--- src/rtl/fp_norm_pack_if.sv ---
// Handshake and data bundle between the FP adder datapath and the normalise/round/pack stage.
interface fp_norm_pack_if #(
  parameter int EXP_W = 8,
  parameter int MAN_W = 23
);
  logic                   in_valid;
  logic                   in_ready;
  logic                   in_sign;
  logic [EXP_W-1:0]       in_exp;
  logic [MAN_W+4:0]       in_mant;
  logic                   out_valid;
  logic                   out_ready;
  logic [EXP_W+MAN_W:0]   result;
  logic                   ovf;
  logic                   uf;
  logic                   zero;

  modport master (
    output in_valid, in_sign, in_exp, in_mant, out_ready,
    input  in_ready, out_valid, result, ovf, uf, zero
  );

  modport slave (
    input  in_valid, in_sign, in_exp, in_mant, out_ready,
    output in_ready, out_valid, result, ovf, uf, zero
  );
endinterface

--- src/rtl/fp_norm_pack.sv ---
// Normalise (one shift per cycle), round-to-nearest-even and pack an FP sum; FP_FTZ_EN flushes denormals.
// Latency 2+k cycles (k left shifts), 1 for zero/inf; one op in flight, result held until out_ready.
module fp_norm_pack #(
  parameter int EXP_W = 8,
  parameter int MAN_W = 23
) (
  input  logic            clk,
  input  logic            rst,
  fp_norm_pack_if.slave   bus
);
  localparam int MW = MAN_W + 5;
  localparam logic [EXP_W:0] EXP_ONE = {{EXP_W{1'b0}}, 1'b1};
  localparam logic [EXP_W:0] EXP_MAX = {1'b0, {EXP_W{1'b1}}};

  typedef enum logic [1:0] {IDLE, NORM, ROUND, DONE} state_t;

  state_t               state_q, state_n;
  logic                 sign_q, sign_n;
  logic [EXP_W:0]       exp_q, exp_n;
  logic [MW-1:0]        mant_q, mant_n;
  logic                 zin_q, zin_n;
  logic                 inf_q, inf_n;
  logic [EXP_W+MAN_W:0] result_q, result_n;
  logic                 ovf_q, ovf_n;
  logic                 uf_q, uf_n;
  logic                 zero_q, zero_n;

  logic                 g, r, s, l, up, tiny, inexact, hid_r;
  logic [MAN_W+1:0]     sum;
  logic [MAN_W-1:0]     frac_r;
  logic [EXP_W:0]       exp_r;

  always_ff @(posedge clk or posedge rst) begin
    if (rst) begin
      state_q  <= IDLE;
      sign_q   <= 1'b0;
      exp_q    <= '0;
      mant_q   <= '0;
      zin_q    <= 1'b0;
      inf_q    <= 1'b0;
      result_q <= '0;
      ovf_q    <= 1'b0;
      uf_q     <= 1'b0;
      zero_q   <= 1'b0;
    end else begin
      state_q  <= state_n;
      sign_q   <= sign_n;
      exp_q    <= exp_n;
      mant_q   <= mant_n;
      zin_q    <= zin_n;
      inf_q    <= inf_n;
      result_q <= result_n;
      ovf_q    <= ovf_n;
      uf_q     <= uf_n;
      zero_q   <= zero_n;
    end
  end

  always_comb begin
    state_n  = state_q;
    sign_n   = sign_q;
    exp_n    = exp_q;
    mant_n   = mant_q;
    zin_n    = zin_q;
    inf_n    = inf_q;
    result_n = result_q;
    ovf_n    = ovf_q;
    uf_n     = uf_q;
    zero_n   = zero_q;

    // Rounding datapath, only consumed in ROUND
    l       = mant_q[3];
    g       = mant_q[2];
    r       = mant_q[1];
    s       = mant_q[0];
    up      = g & (l | r | s);
    inexact = g | r | s;
    tiny    = ~mant_q[MW-2];
    sum     = {1'b0, mant_q[MW-2:3]} + {{(MAN_W+1){1'b0}}, up};
    if (sum[MAN_W+1]) begin
      frac_r = sum[MAN_W:1];
      hid_r  = 1'b1;
      exp_r  = exp_q + EXP_ONE;
    end else begin
      frac_r = sum[MAN_W-1:0];
      hid_r  = sum[MAN_W];
      exp_r  = exp_q;
    end

    case (state_q)
      IDLE: begin
        if (bus.in_valid) begin
          sign_n   = bus.in_sign;
          exp_n    = (bus.in_exp == '0) ? EXP_ONE : {1'b0, bus.in_exp};
          mant_n   = bus.in_mant;
          zin_n    = (bus.in_mant == '0);
          inf_n    = &bus.in_exp;
          result_n = '0;
          ovf_n    = 1'b0;
          uf_n     = 1'b0;
          zero_n   = 1'b0;
          state_n  = NORM;
        end
      end
      NORM: begin
        if (zin_q) begin
          result_n = '0;
          zero_n   = 1'b1;
          state_n  = DONE;
        end else if (inf_q) begin
          result_n = {sign_q, {EXP_W{1'b1}}, {MAN_W{1'b0}}};
          ovf_n    = 1'b1;
          state_n  = DONE;
        end else if (mant_q[MW-1]) begin
          // Keep the dropped bit sticky so rounding still sees inexactness
          mant_n  = {1'b0, mant_q[MW-1:2], mant_q[1] | mant_q[0]};
          exp_n   = exp_q + EXP_ONE;
          state_n = ROUND;
        end else if (mant_q[MW-2] || exp_q == EXP_ONE) begin
          state_n = ROUND;
        end else begin
          mant_n = mant_q << 1;
          exp_n  = exp_q - EXP_ONE;
        end
      end
      ROUND: begin
        state_n = DONE;
        if (exp_r >= EXP_MAX) begin
          result_n = {sign_q, {EXP_W{1'b1}}, {MAN_W{1'b0}}};
          ovf_n    = 1'b1;
        end else if (!hid_r) begin
`ifdef FP_FTZ_EN
          result_n = {sign_q, {(EXP_W+MAN_W){1'b0}}};
          uf_n     = 1'b1;
          zero_n   = 1'b1;
`else
          result_n = {sign_q, {EXP_W{1'b0}}, frac_r};
          uf_n     = inexact;
          zero_n   = (frac_r == '0);
`endif
        end else begin
          // A denormal rounded up into the hidden bit lands here with exp 1
          result_n = {sign_q, exp_r[EXP_W-1:0], frac_r};
          uf_n     = tiny & inexact;
        end
      end
      DONE: begin
        if (bus.out_ready) state_n = IDLE;
      end
      default: state_n = IDLE;
    endcase
  end

  assign bus.in_ready  = (state_q == IDLE);
  assign bus.out_valid = (state_q == DONE);
  assign bus.result    = result_q;
  assign bus.ovf       = ovf_q;
  assign bus.uf        = uf_q;
  assign bus.zero      = zero_q;
endmodule
--- src/flat_wrapper.sv ---
// flat-port wrapper written by rule: the top's interface ports become plain ports
module fp_norm_pack_flat 
#(
  parameter int EXP_W = 8,
  parameter int MAN_W = 23
)
  (clk, rst, bus_in_valid, bus_in_sign, bus_in_exp, bus_in_mant, bus_out_ready, bus_in_ready, bus_out_valid, bus_result, bus_ovf, bus_uf, bus_zero);
  fp_norm_pack_if #(.EXP_W(EXP_W), .MAN_W(MAN_W)) bus_i ();
  input  logic clk;
  input  logic rst;
  input wire logic [$bits(bus_i.in_valid)-1:0] bus_in_valid;
  input wire logic [$bits(bus_i.in_sign)-1:0] bus_in_sign;
  input wire logic [$bits(bus_i.in_exp)-1:0] bus_in_exp;
  input wire logic [$bits(bus_i.in_mant)-1:0] bus_in_mant;
  input wire logic [$bits(bus_i.out_ready)-1:0] bus_out_ready;
  output wire logic [$bits(bus_i.in_ready)-1:0] bus_in_ready;
  output wire logic [$bits(bus_i.out_valid)-1:0] bus_out_valid;
  output wire logic [$bits(bus_i.result)-1:0] bus_result;
  output wire logic [$bits(bus_i.ovf)-1:0] bus_ovf;
  output wire logic [$bits(bus_i.uf)-1:0] bus_uf;
  output wire logic [$bits(bus_i.zero)-1:0] bus_zero;
  assign bus_i.in_valid = bus_in_valid;
  assign bus_i.in_sign = bus_in_sign;
  assign bus_i.in_exp = bus_in_exp;
  assign bus_i.in_mant = bus_in_mant;
  assign bus_i.out_ready = bus_out_ready;
  assign bus_in_ready = bus_i.in_ready;
  assign bus_out_valid = bus_i.out_valid;
  assign bus_result = bus_i.result;
  assign bus_ovf = bus_i.ovf;
  assign bus_uf = bus_i.uf;
  assign bus_zero = bus_i.zero;
  fp_norm_pack #(.EXP_W(EXP_W), .MAN_W(MAN_W)) u_core (.clk(clk), .rst(rst), .bus(bus_i));
endmodule
--- config.mk ---
export PLATFORM = sky130hd
export DESIGN_NAME = fp_norm_pack_flat
export DESIGN_NICKNAME = d
export VERILOG_FILES = /design/src/rtl/fp_norm_pack_if.sv /design/src/rtl/fp_norm_pack.sv /design/src/flat_wrapper.sv
export SDC_FILE = /design/constraint.sdc
export NUM_CORES = 1
export LEC_CHECK = 0
export ABC_CLOCK_PERIOD_IN_PS = 6900
export CAP_MARGIN = 10
export CORE_MARGIN = 5
export CORE_UTILIZATION = 45
export CTS_CLUSTER_SIZE = 16
export DETAILED_ROUTE_END_ITERATION = 7
export HOLD_SLACK_MARGIN = 0.1
export PLACE_DENSITY = 0.67
export SYNTH_ARGS = -nofsm -noshare
export SYNTH_HDL_FRONTEND = slang
export SYNTH_SLANG_ARGS = --single-unit
--- constraint.sdc ---
create_clock -name clk -period 6.9 [get_ports clk]
set_input_delay 1.38 -clock clk [delete_from_list [all_inputs] [get_ports clk]]
set_output_delay 1.38 -clock clk [all_outputs]
set_load 0.05 [all_outputs]
# Word level (Yosys, flattened, before mapping)
# Cells that the tools add are included.
# totals
in_bits	41
out_inout_bits	37
register_bits	77
# classes
n_addsub	3
muxes	41
magnitude_cmp	1
eq_ne	16
bitwise_logic	8
reduce_logical	17
# op_table
operator	count
28-bit 2-to-1 mux	5
32-bit 2-to-1 mux	3
32-bit one-hot mux with 3 select lines	1
31-bit 2-to-1 mux	2
28-bit one-hot mux with 2 select lines	1
9-bit 2-to-1 mux	6
28-bit logical NOT	1
24-bit by 1-bit adder with 25-bit output	1
23-bit logical NOT	1
23-bit 2-to-1 mux	1
9-bit one-hot mux with 2 select lines	1
5-bit AND reduction	3
2-bit 2-to-1 mux	6
2-bit inequality test (second input constant)	6
1-bit 2-to-1 mux	10
9-bit by 1-bit adder with 9-bit output (second input constant)	1
9-bit by 1-bit == test with 1-bit output (second input constant)	1
9-bit by 8-bit >= comparator with 1-bit output (second input constant)	1
3-bit AND reduction	3
9-bit by 1-bit subtractor with 9-bit output (second input constant)	1
8-bit logical NOT	1
8-bit 2-to-1 mux	1
2-bit one-hot mux with 4 select lines	1
8-bit AND reduction	1
other kinds (17)	27

# Depth between registers and ports, before layout
# Gate-level depths: netlist (run 1).
# logic_depth
depth_word	9
depth_mapped	11
depth_no_buf	9

# Worst setup path after synthesis (run 1)
# No wires, ideal clock.
# synth_path
path_kind	register to register
startpoint	reg u_core.mant_q[2]
endpoint	reg u_core.ovf_q (netlist: u_core.bus.ovf)
setup_ns	0.128
stages_incl_launch_ff	11
slack_ns	4.063
n_path_buf	1
t_arrival_ns	2.709
path_cell_list	dfrtp_1 > clkbuf_1 > and2_1 > ha_1 > nand4_2 > or4_4 > nor2_8 > a31oi_2 > o31ai_2 > o211ai_1 > mux2_1
# synth_between
elab_chain_len	6
# synth_lines
element	line_no	source
start, declared	fp_norm_pack.sv:20	logic [MW-1:0] mant_q, mant_n;
start signal, assigned	fp_norm_pack.sv:49	mant_q <= mant_n;
1-bit bitwise AND	fp_norm_pack.sv:76	up = g & (l | r | s);
24-bit by 1-bit adder with 25-bit output	fp_norm_pack.sv:79	sum = {1'b0, mant_q[MW-2:3]} + {{(MAN_W+1){1'b0}}, up};
9-bit 2-to-1 mux	fp_norm_pack.sv:80	if (sum[MAN_W+1]) begin
9-bit by 8-bit >= comparator with 1-bit output	fp_norm_pack.sv:128	if (exp_r >= EXP_MAX) begin
2-bit by 1-bit inequality test with 1-bit output (no line)	n/a	
5-bit AND reduction (no line)	n/a	
end signal, assigned	fp_norm_pack.sv:53	ovf_q <= ovf_n;
end, declared	fp_norm_pack.sv:24	logic ovf_q, ovf_n;
# No other way between the ends.
# A chain may end at the register's enable or synchronous reset.

# Final worst setup path (run 1)
# layout_path
startpoint	reg u_core.state_q[0]
endpoint	out bus_in_ready
# layout_between
elab_chain_len	1
# layout_lines
element	line_no	source
start, declared	fp_norm_pack.sv:17	state_t state_q, state_n;
start signal, assigned	fp_norm_pack.sv:46	state_q <= state_n;
2-bit logical NOT	fp_norm_pack.sv:154	assign bus.in_ready = (state_q == IDLE);
end, declared	flat_wrapper.sv:16	output wire logic [$bits(bus_i.in_ready)-1:0] bus_in_ready;
# No other way between the ends.

==> flow_summary.toml, run 1 <==
[outcome]
status = "complete, no violations"

[power]
internal-power_mw = 1.52
p_sw_frac = 0.512
p_leak_nw = 2.50
power_density_nw_per_um2 = 486
sequentialPowerShare = 0.314
clkPwrFrac = 0.143
p_total_mw = 3.11
vdd_drop_max_v = 0.000301
p_switching_mw = 1.59
comb_power_share = 0.543

[layout]
regArea_um2 = 1930
diodes = 0
syn2layout_area_growth_pct = 19.5
final_area_um2 = 6400
fin_util = 0.553
final_nets = 737
final_cell_mix = "nand2_1, o21ai_0, clkdlybuf4s50_1, dfrtp_1, nor2_1"
drive_gt1_frac = 0.0693
fillers = 1103
multiInputGateArea_um2 = 3150
layout_commonest_cell = "nand2_1"

[flow_run]
drv_cap = 0

[grt]
antenna_found_initial = 0
grt_pass1_wl_mm = 24.3
grt_pass1_vias = 4654
grt_max_degree = 81
groute.usage.overall = 0.206
gr-total-overflow = 0

[cts]
ctsLongestPathBuffers = 2
clock_sinks = 77
insertion_delay_ns = 0.34
clkTransAtPathRegs_ns = 0.06
cts_resized = 0
tritoncts = "done"
post_cts_buffers = 0
cts-root-buf = "clkbuf_16"
cts_buffers = 9
hold_buffers = 0
h-tree-depth = 3

[route]
wl_mm = 14.4
drt_pass1_iterations = 5
drtIter0Drc = 408
via_per_inst = 6.00
drc = 0
ant_nets = 0
vias = 5017
wire_per_inst_um = 17.2

[worst_setup_path]
path_cells = "inv_1 -> ha_1 -> clkdlybuf4s50_1"
worstSetupPathType = "reg2out"
cp.arrival_ns = 2.02
critPathMaxStageDelay_ns = 0.85
cpMaxStageDelayCell = "clkdlybuf4s50_1"
start_kind = "register"
ff2ff_path_depth = 9
r2r_start = "u_core.mant_q[2]"
end_kind = "primary output"
cp_top_family = "buffers and inverters"
crit_path_max_fanout = 7
worstPathRequired_ns = 5.52
r2r_setup_slack_ns = 3.55
reg2reg_to = "u_core.bus.result[7]"
critPathBufInv = 2

[sta]
setup-violations-final = 0
fin_ws_ns = 3.50
final.setup_skew_ns = 0.00683
slew_violations = 0
period_share = 0.493
rsz0062_at_grt = "false"
slew_headroom = 0.322
worst_slew_pin_slew_ns = 1.02
hold_viol = 0
max_freq_ghz = 0.294
fin_tns_setup_ns = 0
final.min_clock_period_ns = 3.40

[floorplan]
num_rows = 39
initial_core_util = 0.463
die_area_um2 = 14200
pin_count = 78
die_w_um = 119
core_um2 = 11600
fp.dieH_um = 119

[placed_design]
portBuffers = 77
gp_congestion = 0.938
dp_slack_ns = 3.30
dp_hpwl_mm = 10.6
placed_cell_area_um2 = 6120

[synthesis]
yosys_most_used_dff = "dfrtp_1"
synthArstFlopShare = 1.00
synth_edf_count = 0
synth_nets = 697
postSynthAreaPerCell_um2 = 8.26
ys_types = 75
syn_inst = 648
synth_seq_cells = 77
synth.cell_area_um2 = 5360
yosysWarningCount = 0
seq_area_frac_synth = 0.360

[worst_hold_path]
min_from = "u_core.bus.result[31]"
hold_path_class = "reg2reg"
min_to = "u_core.bus.result[31]"
holdPathStages = 2
[state kept, by name (all words and copies together), names as in the netlist, 2 cells and up]
| register | count |
|---|---|
| u_core.mant_q | 28 |
| u_core.bus.result | 32 |
| u_core.state_q | 2 |
| u_core.exp_q | 9 |
[area by class of cell]
class / instances / share of cell area
clock buffer: 13 / 0.0407
clock inverter: 3 / 0.00313
inverter: 15 / 0.00880
multi-input combinational: 503 / 0.492
sequential: 77 / 0.301
tap: 143 / 0.0280
timing repair buffer: 82 / 0.126
[Yosys cell counts, drive strengths merged, types with 5 or more instances]
library cell,count,area share
o21ai,108,0.10
nand2,105,0.074
dfrtp,77,0.36
clkbuf,39,0.027
nor2,28,0.023
a22oi,26,0.036
nand4,20,0.031
a21oi,19,0.018
nand3,19,0.019
nor4,17,0.025
inv,15,0.011
buf,14,0.018
xnor2,13,0.025
a22o,12,0.020
nor3,12,0.011
xor2,11,0.018
and2,9,0.011
and4,8,0.014
ha,8,0.019
o31ai,7,0.012
a31oi,6,0.0082
o22a,6,0.0098
and3,5,0.0058
[worst register-to-register path: cells and delay by family, from the launching register on]
kind / cells / cell delay [ns]
adder cells (fa/ha/maj): 1 / 0.22
XOR/XNOR: 1 / 0.29
AND/OR/NAND/NOR: 5 / 1.68
flip-flops: 1 / 0.50
AO/OA/AOI/OAI: 2 / 0.57
[power groups by stage]
stage	combinational [mW]	clock (mW)	sequential, mW
6_report	1.69	0.445	0.975
2_1_floorplan	1.23	0	0.984
3_5_place_dp	1.68	0	0.973
3_3_place_gp	1.65	0	0.963
4_1_cts	1.69	0.453	0.965
5_1_grt	1.87	0.471	1.01
[how the worst max path moves through the flow]
stage                           start               endpoint  slack (ns)  depth (start not counted)
finish              u_core.state_q[0]           bus_in_ready        3.50                          3
global route         u_core.mant_q[2]  u_core.bus.result[13]        3.25                          9
CTS                 u_core.state_q[0]           bus_in_ready        3.49                          3
detailed placement       bus_in_valid   u_core.bus.result[7]        3.30                          9
global placement         bus_in_valid   u_core.bus.result[7]        3.49                          9
floorplan                         rst         u_core.bus.ovf        3.55                          1
[metrics by stage]
step | hold WS [ns] | instances
final | 0.481 | 836
after global routing | 0.515 | 836
after CTS | 0.490 | 836
after detailed placement | 0.477 | 820
after global placement | 0.466 | 820
after floorplan | 0.480 | 648
[metal layers]
metal | vias up | track usage | part of all wire
li1 | 2463 | - | -
met1 | 2379 | 0.310 | 0.49
met2 | 153 | 0.291 | 0.43
met3 | 22 | 0.0422 | 0.057
met4 | 0 | 0.0717 | 0.022
met5 | - | 0 | 0
[logic make-up after synthesis]
family	count (synthesis)	share of synthesized area
compound gates	213	0.256
buf+inv	68	0.0554
fa+ha+maj	8	0.0187
flops	77	0.360
xor+xnor	24	0.0428
mux	7	0.0138
simple gates	251	0.254
Note: power is estimated with default switching activity, not from simulation.
==> inputs of run 2 (changes only) <==
--- a/config.mk
+++ b/config.mk
@@ -5,7 +5,7 @@
 export SDC_FILE = /design/constraint.sdc
 export NUM_CORES = 1
 export LEC_CHECK = 0
-export ABC_CLOCK_PERIOD_IN_PS = 6900
+export ABC_CLOCK_PERIOD_IN_PS = 3300
 export CAP_MARGIN = 10
 export CORE_MARGIN = 5
 export CORE_UTILIZATION = 45
==> constraint.sdc (replaced) <==
create_clock -name clk -period 3.3 [get_ports clk]
set_input_delay 0.66 -clock clk [delete_from_list [all_inputs] [get_ports clk]]
set_output_delay 0.66 -clock clk [all_outputs]
set_load 0.05 [all_outputs]
==> flow_summary.toml, run 2 (same netlist as run 1, synthesis figures left out) <==
[route]
drt_pass1_iterations = 6
via_per_inst = 6.03
vias = 5097
ant_nets = 0
drc = 0
drtIter0Drc = 429
wl_mm = 15.1
wire_per_inst_um = 17.9

[sta]
setup-violations-final = 0
slew_headroom = 0.347
final.setup_skew_ns = 0.00481
slew_violations = 0
hold_viol = 0
final.min_clock_period_ns = 3.05
fin_ws_ns = 0.247
rsz0062_at_grt = "false"
period_share = 0.925
fin_tns_setup_ns = 0
max_freq_ghz = 0.328
worst_slew_pin_slew_ns = 0.980

[cts]
cts_buffers = 9
ctsLongestPathBuffers = 2
post_cts_buffers = 0
clkTransAtPathRegs_ns = 0.06
clock_sinks = 77
insertion_delay_ns = 0.34
cts_resized = 0
h-tree-depth = 3
hold_buffers = 0
tritoncts = "done"
cts-root-buf = "clkbuf_16"

[power]
p_leak_nw = 2.58
power_density_nw_per_um2 = 1040
vdd_drop_max_v = 0.000498

[worst_setup_path]
critPathBufInv = 0
cp_top_family = "simple AND/OR/NAND/NOR gates"
critPathMaxStageDelay_ns = 0.66
start_kind = "register"
end_kind = "register"
worstPathRequired_ns = 3.51
worstSetupPathType = "reg2reg"
crit_path_max_fanout = 15
cpMaxStageDelayCell = "or4_4"
path_cells = "and2_1 -> ha_1 -> nand4_2 -> or4_4 -> nor2_8 -> a31oi_2 -> o311a_4 -> nand2_1 -> o21ai_0"
crit_start = "u_core.mant_q[2]"
cp.arrival_ns = 3.27
r2r_start = "u_core.mant_q[2]"

[grt]
grt_pass1_vias = 4898
grt_max_degree = 74
grt_pass1_wl_mm = 25.1
gr-total-overflow = 0
groute.usage.overall = 0.215
antenna_found_initial = 0

[worst_hold_path]
min_from = "u_core.bus.result[31]"
hold_path_class = "reg2reg"

[flow_run]
drv_cap = 0

[layout]
diodes = 0
drive_gt1_frac = 0.0826
final_nets = 747
final_cell_mix = "nand2_1, o21ai_0, clkdlybuf4s50_1, dfrtp_1, nor2_1"
syn2layout_area_growth_pct = 22.0
layout_commonest_cell = "nand2_1"
largest_reg_flops = 32

[floorplan]
die_w_um = 119
fp.dieH_um = 119
pin_count = 78
core_um2 = 11600
initial_core_util = 0.463
die_area_um2 = 14200
num_rows = 39

[placed_design]
portBuffers = 77
gp_congestion = 0.927
dp_slack_ns = 0.252
dp_hpwl_mm = 11.2

[outcome]
status = "complete, no violations"
-- run 2: cell count changes in the layout (fill, tap and decap cells not counted) --
cell        change
bufinv_16       +2
clkinvlp_4      -1
buf_12          +2
clkbuf_1        -1
buf_4           +8
clkbuf_8        -1
-- run 2: report_power, final --
group          internal (mW)  leakage, nW  switching, mW
sequential              1.33        0.992          0.600
combinational           1.37         1.44           2.42
clock                  0.677        0.152          0.382
-- run 2: through the flow --
stage | hold WS, ns | power, mW | utilization | std cells | area (um2)
after detailed placement | 0.457 | 5.68 | 0.538 | 830 | 6220
after CTS | 0.470 | 6.76 | 0.565 | 845 | 6540
after floorplan | 0.480 | 4.63 | - | 648 | 5360
after global placement | 0.455 | 5.59 | 0.538 | 830 | 6220
final | 0.467 | 6.78 | 0.565 | 845 | 6540
after global routing | 0.507 | 7.30 | 0.565 | 845 | 6540
-- run 2: final cells by class --
| class | instances | area [um2] |
|---|---|---|
| repair buffers | 92 | 908 |
| fillers | 1080 | 5030 |
| clock buffers | 11 | 243 |
| clock inverters | 4 | 72.6 |
| multi-input cells | 503 | 3150 |
| well taps | 143 | 179 |
| inverters | 15 | 56.3 |
| flip-flops and latches | 77 | 1930 |
-- run 2: worst min-delay path, stage by stage (launching register included) --
cell and delay [ns]:
dfrtp_1 0.34, nand2_1 0.05, nand2_1 0.05
-- run 2: final timing paths --
path	endpoint	slack, ns	cells after the start
min	u_core.bus.result[31]	0.47	2
min reg2reg	u_core.bus.result[31]	0.47	2
max	u_core.bus.result[13]	0.25	9
max reg2reg	u_core.bus.result[13]	0.25	9
min in group asynchronous	u_core.bus.result[19]	0.79	2
max in group asynchronous	u_core.mant_q[24]	1.76	3
-- run 2: metal layers --
layer	track usage	part of all wire
met1	0.324	0.48
met2	0.316	0.44
met3	0.0318	0.059
met4	0.0724	0.016
met5	0	0
==> inputs of run 3 (changes only) <==
--- a/config.mk
+++ b/config.mk
@@ -5,9 +5,6 @@
 export SDC_FILE = /design/constraint.sdc
 export NUM_CORES = 1
 export LEC_CHECK = 0
-export ABC_CLOCK_PERIOD_IN_PS = 3300
-export CAP_MARGIN = 10
-export CORE_MARGIN = 5
 export CORE_UTILIZATION = 45
 export CTS_CLUSTER_SIZE = 16
 export DETAILED_ROUTE_END_ITERATION = 7
==> flow_summary.toml, run 3 (same netlist as run 1, synthesis figures left out) <==
[sta]
hold_viol = 0
hold-worst-slack_ns = 0.475
slew_violations = 0
final.min_clock_period_ns = 3.09
period_share = 0.937
max_freq_ghz = 0.324
worst_slew_pin_slew_ns = 0.988
final.setup_skew_ns = 0.00612
slew_headroom = 0.342
rsz0062_at_grt = "false"
fin_tns_setup_ns = 0
setup-violations-final = 0

[route]
vias = 5116
drc = 8
ant_nets = 0
wl_mm = 14.5
via_per_inst = 6.05
drt_pass1_iterations = 7
wire_per_inst_um = 17.2
drtIter0Drc = 417

[grt]
gr-total-overflow = 0
antenna_found_initial = 0
groute.usage.overall = 0.241
grt_pass1_vias = 4607
grt_pass1_wl_mm = 23.7
grt_max_degree = 72

[layout]
largest_reg_flops = 32
fillers = 1066
drive_gt1_frac = 0.0840
regArea_um2 = 1930
diodes = 0
layout_commonest_cell = "nand2_1"
syn2layout_area_growth_pct = 22.1
final_cell_mix = "nand2_1, o21ai_0, clkdlybuf4s50_1, dfrtp_1, nor2_1"
final_nets = 747
multiInputGateArea_um2 = 3150

[cts]
cts-root-buf = "clkbuf_16"
insertion_delay_ns = 0.34
ctsLongestPathBuffers = 2
clock_sinks = 77
hold_buffers = 0
clkTransAtPathRegs_ns = 0.06
tritoncts = "done"
cts_resized = 0
h-tree-depth = 3
cts_buffers = 9
post_cts_buffers = 0

[power]
p_total_mw = 6.78
p_leak_nw = 2.59
vdd_drop_max_v = 0.000403
power_density_nw_per_um2 = 1040

[worst_setup_path]
crit_cells = 9
cpMaxStageDelayCell = "or4_4"
worstPathRequired_ns = 3.52
end_kind = "register"
ff2ff_path_depth = 9
path_cells = "and2_1 -> ha_1 -> nand4_2 -> or4_4 -> nor2_8 -> a31oi_2 -> o31ai_2 -> o211ai_1 -> mux2_1"
worstSetupPathType = "reg2reg"
critPathBufInv = 0
crit_path_max_fanout = 9
critPathMaxStageDelay_ns = 0.65
cp.arrival_ns = 3.31
start_kind = "register"
cp_top_family = "simple AND/OR/NAND/NOR gates"

[floorplan]
num_rows = 39
initial_core_util = 0.465
die_area_um2 = 12300
core_um2 = 11500
fp.dieH_um = 111
pin_count = 78
die_w_um = 111

[outcome]
violations = "design-rule violations"
status = "complete, but fails checks"

[worst_hold_path]
hold_path_class = "reg2reg"
holdPathStages = 2

[flow_run]
drv_cap = 0

[placed_design]
dp_hpwl_mm = 10.7
gp_congestion = 0.910
portBuffers = 77
## run 3: final timing paths
check / from / to / slack [ns]
setup / recovery: u_core.mant_q[2] / u_core.bus.ovf / 0.21
hold / removal: u_core.bus.result[31] / u_core.bus.result[31] / 0.47
setup reg to reg: u_core.mant_q[2] / u_core.bus.ovf / 0.21
hold reg to reg: u_core.bus.result[31] / u_core.bus.result[31] / 0.47
max in group asynchronous: rst / u_core.mant_q[14] / 1.96
min in group asynchronous: rst / u_core.bus.result[26] / 0.68
## run 3: metal layers
| metal | vias to the layer above | GRT usage | wire, um |
|---|---|---|---|
| met5 | - | 0 | 0 |
| met4 | 0 | 0.0874 | 245 |
| met3 | 20 | 0.0334 | 989 |
| met2 | 190 | 0.361 | 6460 |
| met1 | 2418 | 0.353 | 6810 |
| li1 | 2488 | - | - |
## run 3: cell type report
type | instances | share of cell area
flip-flops and latches | 77 | 0.295
clock inverters | 3 | 0.0103
well taps | 143 | 0.0274
repair buffers | 92 | 0.137
inverters | 15 | 0.00861
clock buffers | 12 | 0.0407
multi-input cells | 503 | 0.481
## run 3: per-stage QoR
| stage | worst slack (ns) | instances | instance area [um2] | utilization |
|---|---|---|---|---|
| after detailed placement | 0.279 | 830 | 6210 | 0.539 |
| final | 0.210 | 845 | 6540 | 0.568 |
| after CTS | 0.229 | 845 | 6540 | 0.568 |
| after global routing | 0.0366 | 845 | 6540 | 0.568 |
| after floorplan | 0.463 | 648 | 5360 | - |
| after global placement | 0.379 | 830 | 6210 | 0.539 |
## run 3: worst min-delay path: stages (launching register included)
cell and delay, ns:
dfrtp_1 0.34, nand2_1 0.05, nand2_1 0.05
## run 3: where the power goes
group | leakage, nW | switching (mW) | internal, mW
clock network | 0.161 | 0.382 | 0.720
registers | 0.992 | 0.594 | 1.33
logic | 1.43 | 2.40 | 1.35
